`config.mk`:
```
export PLATFORM = sky130hd
export DESIGN_NAME = fetch_prefetch_queue
export DESIGN_NICKNAME = d
export VERILOG_FILES = /design/src/rtl/fetch_prefetch_queue.sv
export SDC_FILE = /design/constraint.sdc
export NUM_CORES = 1
export LEC_CHECK = 0
export BUFFER_PORTS_ARGS = -buffer_cell sky130_fd_sc_hd__buf_2
export CAP_MARGIN = 25
export CORE_ASPECT_RATIO = 1.2
export CORE_MARGIN = 2
export CORE_UTILIZATION = 29
export DETAILED_ROUTE_END_ITERATION = 6
export PLACE_DENSITY = 0.47
export SLEW_MARGIN = 5
export SYNTH_ARGS = -nofsm -noshare
export SYNTH_HDL_FRONTEND = slang
export SYNTH_SLANG_ARGS = --single-unit
```
`constraint.sdc`:
```
create_clock -name clk -period 4.65 [get_ports clk]
set_input_delay 0.6975 -clock clk [delete_from_list [all_inputs] [get_ports clk]]
set_output_delay 0.6975 -clock clk [all_outputs]
set_load 0.01 [all_outputs]
```
`src/rtl/fetch_prefetch_queue.sv`:
```
// Instruction prefetcher: one outstanding imem request at a time, with a small FIFO of
// {pc, instr} pairs feeding IF/ID. Wrong-path fetches are squashed on an EX redirect.
module fetch_prefetch_queue #(
  parameter int          DEPTH    = 4,
  parameter logic [31:0] RESET_PC = 32'h0000_0000
) (
  input  logic                       clk,
  input  logic                       rst,
  output logic                       imem_req,
  output logic [31:0]                imem_addr,
  input  logic                       imem_ack,
  input  logic [31:0]                imem_rdata,
  input  logic                       redirect,
  input  logic [31:0]                redirect_pc,
  input  logic                       deq_ready,
  output logic                       instr_valid,
  output logic [31:0]                pcF,
  output logic [31:0]                instrF,
  output logic [$clog2(DEPTH+1)-1:0] count
);
  localparam int              AW       = $clog2(DEPTH);
  localparam int              CW       = $clog2(DEPTH + 1);
  localparam logic [CW-1:0]   CNT_FULL = CW'(DEPTH);
  localparam logic [CW-1:0]   CNT_ONE  = CW'(1);
  localparam logic [CW-1:0]   CNT_ZERO = CW'(0);
  localparam logic [AW-1:0]   PTR_ONE  = AW'(1);
  localparam logic [AW-1:0]   PTR_ZERO = AW'(0);
  localparam logic [31:0]     NOP      = 32'h0000_0013;
  localparam logic [31:0]     PC_STEP  = 32'h0000_0004;

  typedef enum logic [1:0] {
    S_IDLE = 2'd0,
    S_WAIT = 2'd1,
    S_DROP = 2'd2
  } state_t;

  state_t        r_state;
  logic [31:0]   r_fetch_pc;
  logic [31:0]   r_addr;
  logic          r_req;
  logic [CW-1:0] r_count;
  logic [AW-1:0] r_rd_ptr;
  logic [AW-1:0] r_wr_ptr;
  logic [31:0]   r_pc_mem    [DEPTH];
  logic [31:0]   r_instr_mem [DEPTH];

  logic          w_empty;
  logic          w_push;
  logic          w_pop;
  logic          w_has_room;
  logic [31:0]   w_redir_pc;
  logic [31:0]   w_pc_inc;
  logic [CW-1:0] w_count_next;

  assign w_empty     = (r_count == CNT_ZERO);
  assign w_redir_pc  = {redirect_pc[31:2], 2'b00};
  assign w_pc_inc    = r_fetch_pc + PC_STEP;
  // A redirect squashes both the in-flight ack data and any pop this cycle.
  assign w_push      = (r_state == S_WAIT) && imem_ack && !redirect;
  assign instr_valid = !w_empty && !redirect;
  assign w_pop       = instr_valid && deq_ready;
  assign w_has_room  = (w_count_next < CNT_FULL);

  assign imem_req  = r_req;
  assign imem_addr = r_addr;
  assign count     = r_count;
  assign pcF       = w_empty ? 32'h0000_0000 : r_pc_mem[r_rd_ptr];
  assign instrF    = w_empty ? NOP : r_instr_mem[r_rd_ptr];

  always_comb begin
    w_count_next = r_count;
    if (redirect) begin
      w_count_next = CNT_ZERO;
    end else if (w_push && !w_pop) begin
      w_count_next = r_count + CNT_ONE;
    end else if (w_pop && !w_push) begin
      w_count_next = r_count - CNT_ONE;
    end else begin
      w_count_next = r_count;
    end
  end

  // Fetch FSM; imem_req/imem_addr are registered alongside the state.
  always_ff @(posedge clk or negedge rst) begin
    if (!rst) begin
      r_state    <= S_IDLE;
      r_fetch_pc <= RESET_PC;
      r_addr     <= RESET_PC;
      r_req      <= 1'b0;
    end else begin
      case (r_state)
        S_IDLE: begin
          if (redirect) begin
            r_fetch_pc <= w_redir_pc;
          end else if (w_has_room) begin
            r_state <= S_WAIT;
            r_req   <= 1'b1;
            r_addr  <= r_fetch_pc;
          end
        end
        S_WAIT: begin
          if (imem_ack && redirect) begin
            r_fetch_pc <= w_redir_pc;
            r_state    <= S_IDLE;
            r_req      <= 1'b0;
          end else if (imem_ack) begin
            r_fetch_pc <= w_pc_inc;
            if (w_has_room) begin
              r_addr <= w_pc_inc;
            end else begin
              r_state <= S_IDLE;
              r_req   <= 1'b0;
            end
          end else if (redirect) begin
            // Request cannot be withdrawn; keep it up and discard its data.
            r_fetch_pc <= w_redir_pc;
            r_state    <= S_DROP;
          end
        end
        S_DROP: begin
          if (redirect) begin
            r_fetch_pc <= w_redir_pc;
          end
          if (imem_ack) begin
            r_state <= S_IDLE;
            r_req   <= 1'b0;
          end
        end
        default: begin
          r_state <= S_IDLE;
          r_req   <= 1'b0;
        end
      endcase
    end
  end

  // FIFO pointers and occupancy.
  always_ff @(posedge clk or negedge rst) begin
    if (!rst) begin
      r_count  <= CNT_ZERO;
      r_rd_ptr <= PTR_ZERO;
      r_wr_ptr <= PTR_ZERO;
    end else if (redirect) begin
      r_count  <= CNT_ZERO;
      r_rd_ptr <= r_wr_ptr;
    end else begin
      if (w_push) begin
        r_wr_ptr <= r_wr_ptr + PTR_ONE;
      end
      if (w_pop) begin
        r_rd_ptr <= r_rd_ptr + PTR_ONE;
      end
      r_count <= w_count_next;
    end
  end

  // FIFO storage.
  always_ff @(posedge clk) begin
    if (w_push) begin
      r_pc_mem[r_wr_ptr]    <= r_fetch_pc;
      r_instr_mem[r_wr_ptr] <= imem_rdata;
    end
  end

endmodule

```
# Word level (Yosys, flattened, before mapping)
# Memories as Yosys holds them, arrays and structs flattened.
# Index checks and enable logic that the tools add are counted.
[word_totals] reg_bits=74 ramBits=256 in_bits=69 output_inout_bits=101 mem_count=2
[memory_table] name="r_instr_mem" depth=4 width=32 rd=1 rd_clocked_by_memory_dff=0 wr=1 line_no="45" rtl="logic [31:0] r_instr_mem [DEPTH];"
[memory_table] name="r_pc_mem" depth=4 width=32 rd=1 rd_clocked_by_memory_dff=0 wr=1 line_no="44" rtl="logic [31:0] r_pc_mem [DEPTH];"
[op_classes] add_sub_neg=5 magnitude_cmp=1 eq_ne=12 mux=35 bitwise=1 n_reduce_logical=21
[ops] cell="$mux 32" count=10
[ops] cell="$pmux 32 s2" count=2
[ops] cell="$add 32x3->32 const B" count=1
[ops] cell="$mux 2" count=9
[ops] cell="$mux 3" count=4
[ops] cell="$ne 2x2->1 const B" count=6
[ops] cell="$reduce_and 5->1" count=2
[ops] cell="$mux 1" count=8
[ops] cell="$ne 4x3->1 const B" count=2
[ops] cell="$logic_and 1x1->1" count=7
[ops] cell="$ne 3x2->1 const B" count=2
[ops] cell="$pmux 2 s3" count=1
[ops] cell="$reduce_and 6->1" count=1
[ops] cell="$reduce_bool 2->1" count=3
[ops] cell="$add 2x1->2 const B" count=2
[ops] cell="$logic_not 1->1" count=4
[ops] cell="$add 3x1->3 const B" count=1
[ops] cell="$logic_not 3->1" count=1
[ops] cell="$lt 3x3->1 const B" count=1
[ops] cell="$pmux 1 s3" count=1
[ops] cell="$sub 3x1->3 const B" count=1
[ops] cell="$eq 2x1->1 const B" count=1
[ops] cell="$eq 2x2->1 const B" count=1
[ops] cell="$logic_not 2->1" count=1
[ops] cell="3 further kinds" count=3

# Depth between registers and ports, before layout
# Gate-level depths: netlist of the first run.
[depth] ltp_word=13 mapped_depth=8 ltp_nobuf=7

# Worst setup path before layout of the first run
# No wires, ideal clock.
[synth_timing] path_kind="input-to-reg" start="input port redirect" end="memory r_instr_mem[1][0] (enable)" setup_ns=0.429 t_arrival_ns=2.897 required_time_ns=4.221 path_slack_ns=1.325 stages=3 n_path_buf=1 path_cell_list="nor3b_1 -> clkbuf_1 -> and2_1"
[synth_between] elab_chain_cells=4
[synth_lines] element="start, declared" line_no="13" rtl="input logic redirect,"
[synth_lines] element="$logic_not 1->1" line_no="59" rtl="assign w_push = (r_state == S_WAIT) && imem_ack && !redirect;"
[synth_lines] element="$logic_and 1x1->1" line_no="59"
[synth_lines] element="$mux 1" line_no="159" rtl="if (w_push) begin"
[synth_lines] element="$mux 1 (not written as such)" line_no="161" rtl="r_instr_mem[r_wr_ptr] <= imem_rdata;"
[synth_lines] element="end, declared" line_no="45"
# No other way between the ends.

# Worst setup path in the final report of the first run
[layout_timing] start="register r_rd_ptr[0]" end="output port instrF[29]"
[layout_between] elab_chain_cells=2
[layout_lines] element="start, declared" line_no="42" rtl="logic [AW-1:0] r_rd_ptr;"
[layout_lines] element="start signal, assigned" line_no="145" rtl="r_rd_ptr <= r_wr_ptr;"
[layout_lines] element="start signal, assigned" line_no="151" rtl="r_rd_ptr <= r_rd_ptr + PTR_ONE;"
[layout_lines] element="$mem_v2 4x32"
[layout_lines] element="$mux 32" line_no="68" rtl="assign instrF = w_empty ? NOP : r_instr_mem[r_rd_ptr];"
[layout_lines] element="end, declared" line_no="18" rtl="output logic [31:0] instrF,"
# No other way between the ends.

==> results of run 1 <==
## cells by family after synthesis
| group | Yosys count |
|---|---|
| flip-flops | 330 |
| AND/OR/NAND/NOR | 224 |
| XOR/XNOR | 41 |
| AO/OA/AOI/OAI | 86 |
| multiplexers | 96 |
| buffers and inverters | 60 |
| adder cells (fa/ha/maj) | 9 |
## through the flow
| stage | cells | worst slack [ns] |
|---|---|---|
| 2_1_floorplan | 846 | 1.325 |
| 3_3_place_gp | 1603 | 1.483 |
| 3_5_place_dp | 1604 | 1.482 |
| 4_1_cts | 1672 | 1.041 |
| 5_1_grt | 1672 | 0.9458 |
| 6_report | 1672 | 1.196 |
## per-layer routing
metal	global-route usage, %	part of all wire, %	vias to the layer above
met4	4.315	2.2	2
met1	19.13	43	4150
met3	3.157	4.8	57
met5	0	0.039	-
met2	24.88	50	185
li1	-	-	3639
## worst max-delay path, delay by kind of cell, from the launching register on
family | cells | cell delay, ns
mux | 1 | 0.55
flops | 1 | 0.94
buf+inv | 2 | 0.54
simple gates | 1 | 0.19
## flip-flops by register name (all words and copies together) (netlist names)
register     cells
count            3
imem_addr       32
imem_req         1
r_fetch_pc      32
r_instr_mem    128
r_pc_mem       128
r_rd_ptr         2
r_state          2
r_wr_ptr         2
## worst paths after layout
check,to,depth (start not counted),slack (ns)
setup reg to reg,imem_addr[6],8,1.69
setup / recovery,instrF[29],4,1.20
hold reg to reg,imem_addr[27],1,0.48
max in group asynchronous,r_fetch_pc[8],2,3.50
min in group clk,r_fetch_pc[9],2,0.37
hold / removal,imem_addr[14],1,0.19
## placed cells by master, fill, tap and decap left out, types with 4 or more instances in the layout
| cell | Yosys | layout |
|---|---|---|
| dfrtp_1 | 74 | 72 |
| clkbuf_16 | 0 | 39 |
| clkinv_1 | 0 | 6 |
| xor2_1 | 9 | 9 |
| nand3_1 | 23 | 23 |
| o311ai_0 | 10 | 10 |
| or4_1 | 8 | 8 |
| mux2_1 | 4 | 4 |
| o211ai_1 | 7 | 7 |
| clkinvlp_4 | 0 | 4 |
| mux2_2 | 28 | 28 |
| inv_1 | 5 | 5 |
| o21ai_0 | 25 | 25 |
| and3_1 | 4 | 4 |
| nor3_1 | 8 | 8 |
| a221o_1 | 5 | 5 |
| or3_1 | 5 | 5 |
| mux4_2 | 64 | 64 |
| xnor2_1 | 32 | 32 |
| nor2_1 | 20 | 19 |
| a31oi_1 | 10 | 10 |
| edfxtp_1 | 256 | 256 |
| a22oi_1 | 10 | 10 |
| buf_4 | 2 | 23 |
| nor2b_1 | 5 | 4 |
| clkinv_2 | 0 | 7 |
| and2_4 | 0 | 4 |
| nand4_1 | 14 | 14 |
| and2_1 | 68 | 64 |
| buf_2 | 12 | 166 |
| bufinv_16 | 0 | 5 |
| a21oi_1 | 9 | 9 |
| nand2_1 | 54 | 54 |
| ha_1 | 8 | 8 |
## report_power, final
group	total [W]	internal (W)	switching, W	leakage [nW]
clock network	0.00306	0.00184	0.00122	0.615
registers	0.00395	0.00354	0.000418	3.22
logic	0.00196	0.000997	0.000960	2.17
## layout make-up
class                      count  area share (%)
clock buffer                  44           6.057
tap                          623           4.653
clock inverter                24           1.524
timing repair buffer         190           6.109
inverter                       5          0.1120
multi-input combinational    456           24.56
sequential                   330           56.99
## synthesized netlist by cell type, types with 2 or more instances
| master | number |
|---|---|
| o22ai_1 | 2 |
| inv_1 | 5 |
| or3_1 | 5 |
| nor2_1 | 20 |
| mux2_2 | 28 |
| nor2b_1 | 5 |
| buf_2 | 12 |
| nand4_1 | 14 |
| buf_1 | 4 |
| a21oi_1 | 9 |
| and3_1 | 4 |
| a31oi_1 | 10 |
| a21o_1 | 3 |
| clkbuf_1 | 36 |
| ha_1 | 8 |
| a22oi_1 | 10 |
| o211ai_1 | 7 |
| or2_2 | 3 |
| dfrtp_1 | 74 |
| xor2_1 | 9 |
| mux2_1 | 4 |
| a221o_1 | 5 |
| nor3_1 | 8 |
| nand3_1 | 23 |
| buf_4 | 2 |
| o311ai_0 | 10 |
| and2_1 | 68 |
| nand2_1 | 54 |
| mux4_2 | 64 |
| edfxtp_1 | 256 |
| nand3_2 | 2 |
| or4_1 | 8 |
| xnor2_1 | 32 |
| nand2b_1 | 2 |
| o21ai_0 | 25 |
| nor4_1 | 4 |
==> reports/metrics.cfg, run 1 <==
[setup_path]
critPathSlowestCell = dfrtp_4
required_ns = 3.95
path_class = flip-flop to output pin
cp_cell_sequence = buf_4 > mux4_2 > and2_1 > buf_2
start_kind = flip-flop
reg2reg_from = count[0]
end_kind = output pin
crit_arrival_ns = 2.76
path_max_fanout = 34
crit_path_start = r_rd_ptr[0]
critPathMaxStageDelay_ns = 0.94

[floorplan]
io_pins = 170
die_w_um = 203.5
die_area_um2 = 49550
initial_utilization_pct = 29.39
std_cell_rows = 87
fp.coreArea_um2 = 47130
die_y_um = 243.4

[detailed_routing]
via_count = 8033
finalWirelength_um = 36150
ant_nets = 0
dr.pass1.iters = 4
post_drt_wl_per_cell_um = 21.62
drtIter0Drc = 337
drc = 0
vias_per_cell = 4.804

[synthesis]
yosysSeqAreaShare_pct = 68.85
syn_area_um2 = 13850
yosysWarnings = 0
synth_fa_ha_area_share_pct = 0.7947
synth_ff_type = edfxtp_1
synthTopCellsByArea = edfxtp_1 55%, dfrtp_1 13%, mux4_2 10%
synth_area_leader_cell = edfxtp_1
synthXorXnorAreaFrac_pct = 2.592
syn_nets = 923
synth_edf_count = 256
yosys.area_share.simple_pct = 8.796
ys_ff_latch = 330
syn_inst = 846
synth_top_family_by_area = multiplexers
synth_top_area_share_pct = 55.49
async_reset_ff_share_pct = 22.42
ys_types = 47
avgSynthCellArea_um2 = 16.38
synth_compound_area_share_pct = 4.163
synthMuxAreaShare_pct = 13.00

[clocking]
holdBufCountCts = 0
ctsRootBufferMaster = clkbuf_16
insertion_delay_ns = 0.54
cts_resized = 0
cts_buffer_depth = 3
ctsHtreeMaxLevel = 2
cts_buffers = 37
clkTransAtPathRegs_ns = 0.06
cts_setup_buffers = 0
cts_tree = built
cts_sinks = 330

[sta]
hold_ws_ns = 0.1933
hold_viol_final = 0
relSlewSlack_pct = 36.29
tightest_slew_ns = 0.9557
period_minus_slack_ns = 3.454
fin_crit_sh_pct = 74.27
drv_slew = 0
rsz0062_at_grt = false
max_freq_mhz = 289.6
setup_viol_count_final = 0
setup_tns_ns = 0
finClkSkew_ns = 0.01584

[cells_and_area]
nNetsFinal = 1097
areaGrowthSynthToFinish_pct = 20.92
multiInputGateArea_um2 = 4114
design_area_um2 = 16750
final-seq-area_um2 = 9547
drive_above_1_share_pct = 34.51
fin_util_pct = 35.54
fillers = 4594
antenna_cells = 0

[grt]
grt_pass1_wl_um = 54510
grt_usage_pct = 14.78
antenna_found_initial = 1
grt_overflow = 0
grt_max_degree = 53
first_global_vias = 8505

[pwr]
power_w = 0.008971
cellPowerDensity_nw_per_um2 = 535.5
max-vdd-ir-drop_v = 0.0002322
p_leak_nw = 6.005

[placement]
placed_area_um2 = 15480
hpwl_um = 22620
gp_congestion = 0.7589
io_buffers = 167

[outcome]
outcome = completed

[job]
maxCapViolCount = 0

[worst_hold_path]
hold_path.class = primary input to async pin

Power figures use the tool's default switching activity.
==> inputs of run 2 (changes only) <==
Clock period 4.65 ns to 3.45 ns, I/O delays scaled along.
==> reports/metrics.cfg, run 2 (same netlist as run 1, synthesis figures left out) <==
[outcome]
outcome = completed

[setup_path]
end_kind = output pin
worstRegToRegCells = 5  ; -3
path_class = flip-flop to output pin
crit_arrival_ns = 2.52  ; -0.24 ns
path_max_fanout = 27  ; -21%
start_kind = flip-flop
required_ns = 2.93  ; -1.02 ns

[floorplan]
die_w_um = 203.5  ; unchanged
std_cell_rows = 87  ; unchanged
fp.coreArea_um2 = 47130  ; unchanged
die_area_um2 = 49550  ; unchanged
initial_utilization_pct = 29.39  ; unchanged
io_pins = 170  ; unchanged
die_y_um = 243.4  ; unchanged

[detailed_routing]
via_count = 7944  ; -1.1%
wl_met1_um = 15090  ; -3.2%
wl_met3_um = 1761  ; +2.5%
ant_nets = 0  ; unchanged
post_drt_wl_per_cell_um = 21.17  ; -2.1%
top_layer = met5
dr_wl_met2_um = 17790  ; -1.4%
drtIter0Drc = 348  ; +3.3%
drc = 0  ; unchanged
dr.pass1.iters = 4  ; unchanged
vias_per_cell = 4.726  ; -1.6%
finalWirelength_um = 35590  ; -1.6%

[sta]
setup_tns_ns = 0  ; unchanged
setup_viol_count_final = 0  ; unchanged
fin_crit_sh_pct = 88.14
max_freq_mhz = 328.9
drv_slew = 0  ; unchanged
tightest_slew_ns = 0.8397  ; -0.1159 ns
period_minus_slack_ns = 3.041
rsz0062_at_grt = false
finClkSkew_ns = 0.02694  ; +0.01110 ns
hold_viol_final = 0  ; unchanged
relSlewSlack_pct = 43.90  ; +7.6 points

[cells_and_area]
reg_top3 = r_instr_mem: 128 flops, r_pc_mem: 128 flops
most-common-layout-cells = 256 x edfxtp_1, 166 x buf_2, 72 x dfrtp_1
drive_above_1_share_pct = 34.97  ; +0.46 points
areaGrowthSynthToFinish_pct = 22.18
fin_util_pct = 35.91  ; +0.37 points
layout_commonest_cell = edfxtp_1
antenna_cells = 0  ; unchanged
nNetsFinal = 1106  ; +0.82%

[grt]
first_global_vias = 8402  ; -1.2%
grt_usage_pct = 14.65  ; -0.12 points
grt_overflow = 0  ; unchanged
grt_max_degree = 64  ; +21%
antenna_found_initial = 2  ; +1
grt_pass1_wl_um = 54130  ; -0.70%

[worst_hold_path]
hold_path.class = primary input to async pin

[clocking]
cts_resized = 0  ; unchanged
cts_sinks = 330  ; unchanged
holdBufCountCts = 0  ; unchanged
cts_buffers = 39  ; +5.4%
clkTransAtPathRegs_ns = 0.06  ; about the same
cts_setup_buffers = 0  ; unchanged
cts_tree = built
ctsRootBufferMaster = clkbuf_16
ctsHtreeMaxLevel = 2  ; unchanged
cts_buffer_depth = 3  ; unchanged
insertion_delay_ns = 0.55  ; about the same

[placement]
gp_congestion = 0.7803  ; +2.8%
hpwl_um = 23230  ; +2.7%
io_buffers = 167  ; unchanged

[pwr]
p_leak_nw = 6.096  ; +1.5%
cellPowerDensity_nw_per_um2 = 722.7  ; +35%
max-vdd-ir-drop_v = 0.0003084  ; +33%

[job]
maxCapViolCount = 0  ; unchanged

==> run 2: area by class of cell <==
| cell class | instances | area, um2 |
|---|---|---|
| multi-input cells | 456 | 4111 |
| clock inverters | 27 | 264.0 |
| flip-flops and latches | 330 | 9547 |
| fillers | 4521 | 30210 |
| clock buffers | 43 | 1044 |
| repair buffers | 197 | 1164 |
| well taps | 623 | 779.5 |
| inverters | 5 | 18.77 |
==> run 2: power by group <==
part | switching (W) | internal, W | leakage (nW)
Clock | 0.00164 | 0.00255 | 0.649
Combinational | 0.00139 | 0.00140 | 2.23
Sequential | 0.000487 | 0.00477 | 3.22
Total | 0.00352 | 0.00872 | 6.10
==> run 2: final timing paths <==
kind	slack [ns]	to	start
worst min-delay path	0.009	imem_addr[15]	rst
worst max register to register	0.76	imem_addr[31]	r_fetch_pc[8]
min in group clk	0.19	r_fetch_pc[9]	redirect_pc[9]
max in group asynchronous	2.71	r_fetch_pc[5]	rst
worst max-delay path	0.41	instrF[1]	r_rd_ptr[0]
worst min register to register	0.50	imem_addr[4]	imem_addr[4]
==> run 2: stage by stage <==
| step | hold WS (ns) | worst slack, ns | total power [W] | instances | instance area [um2] |
|---|---|---|---|---|---|
| detailed placement | 0.4894 | 0.7770 | 0.008241 | 1611 | 15620 |
| global route | 0.03859 | 0.2516 | 0.01285 | 1681 | 16930 |
| CTS | 0.008689 | 0.3246 | 0.01250 | 1681 | 16930 |
| global placement | 0.4718 | 0.8178 | 0.008214 | 1611 | 15620 |
| finish | 0.009333 | 0.4093 | 0.01223 | 1681 | 16930 |
| floorplan | 0.2219 | 0.1472 | 0.006995 | 846 | 13850 |
==> run 2: critical path: stages (launching register included) <==
cell	delay [ns]
dfrtp_4	0.66
buf_12	0.29
mux4_2	0.54
or2_2	0.28
buf_2	0.14
==> run 2: per-layer routing <==
metal	vias up	global-route usage, %
li1	3652	-
met1	4047	18.70
met2	183	24.72
met3	60	2.889
met4	2	5.217
met5	-	0
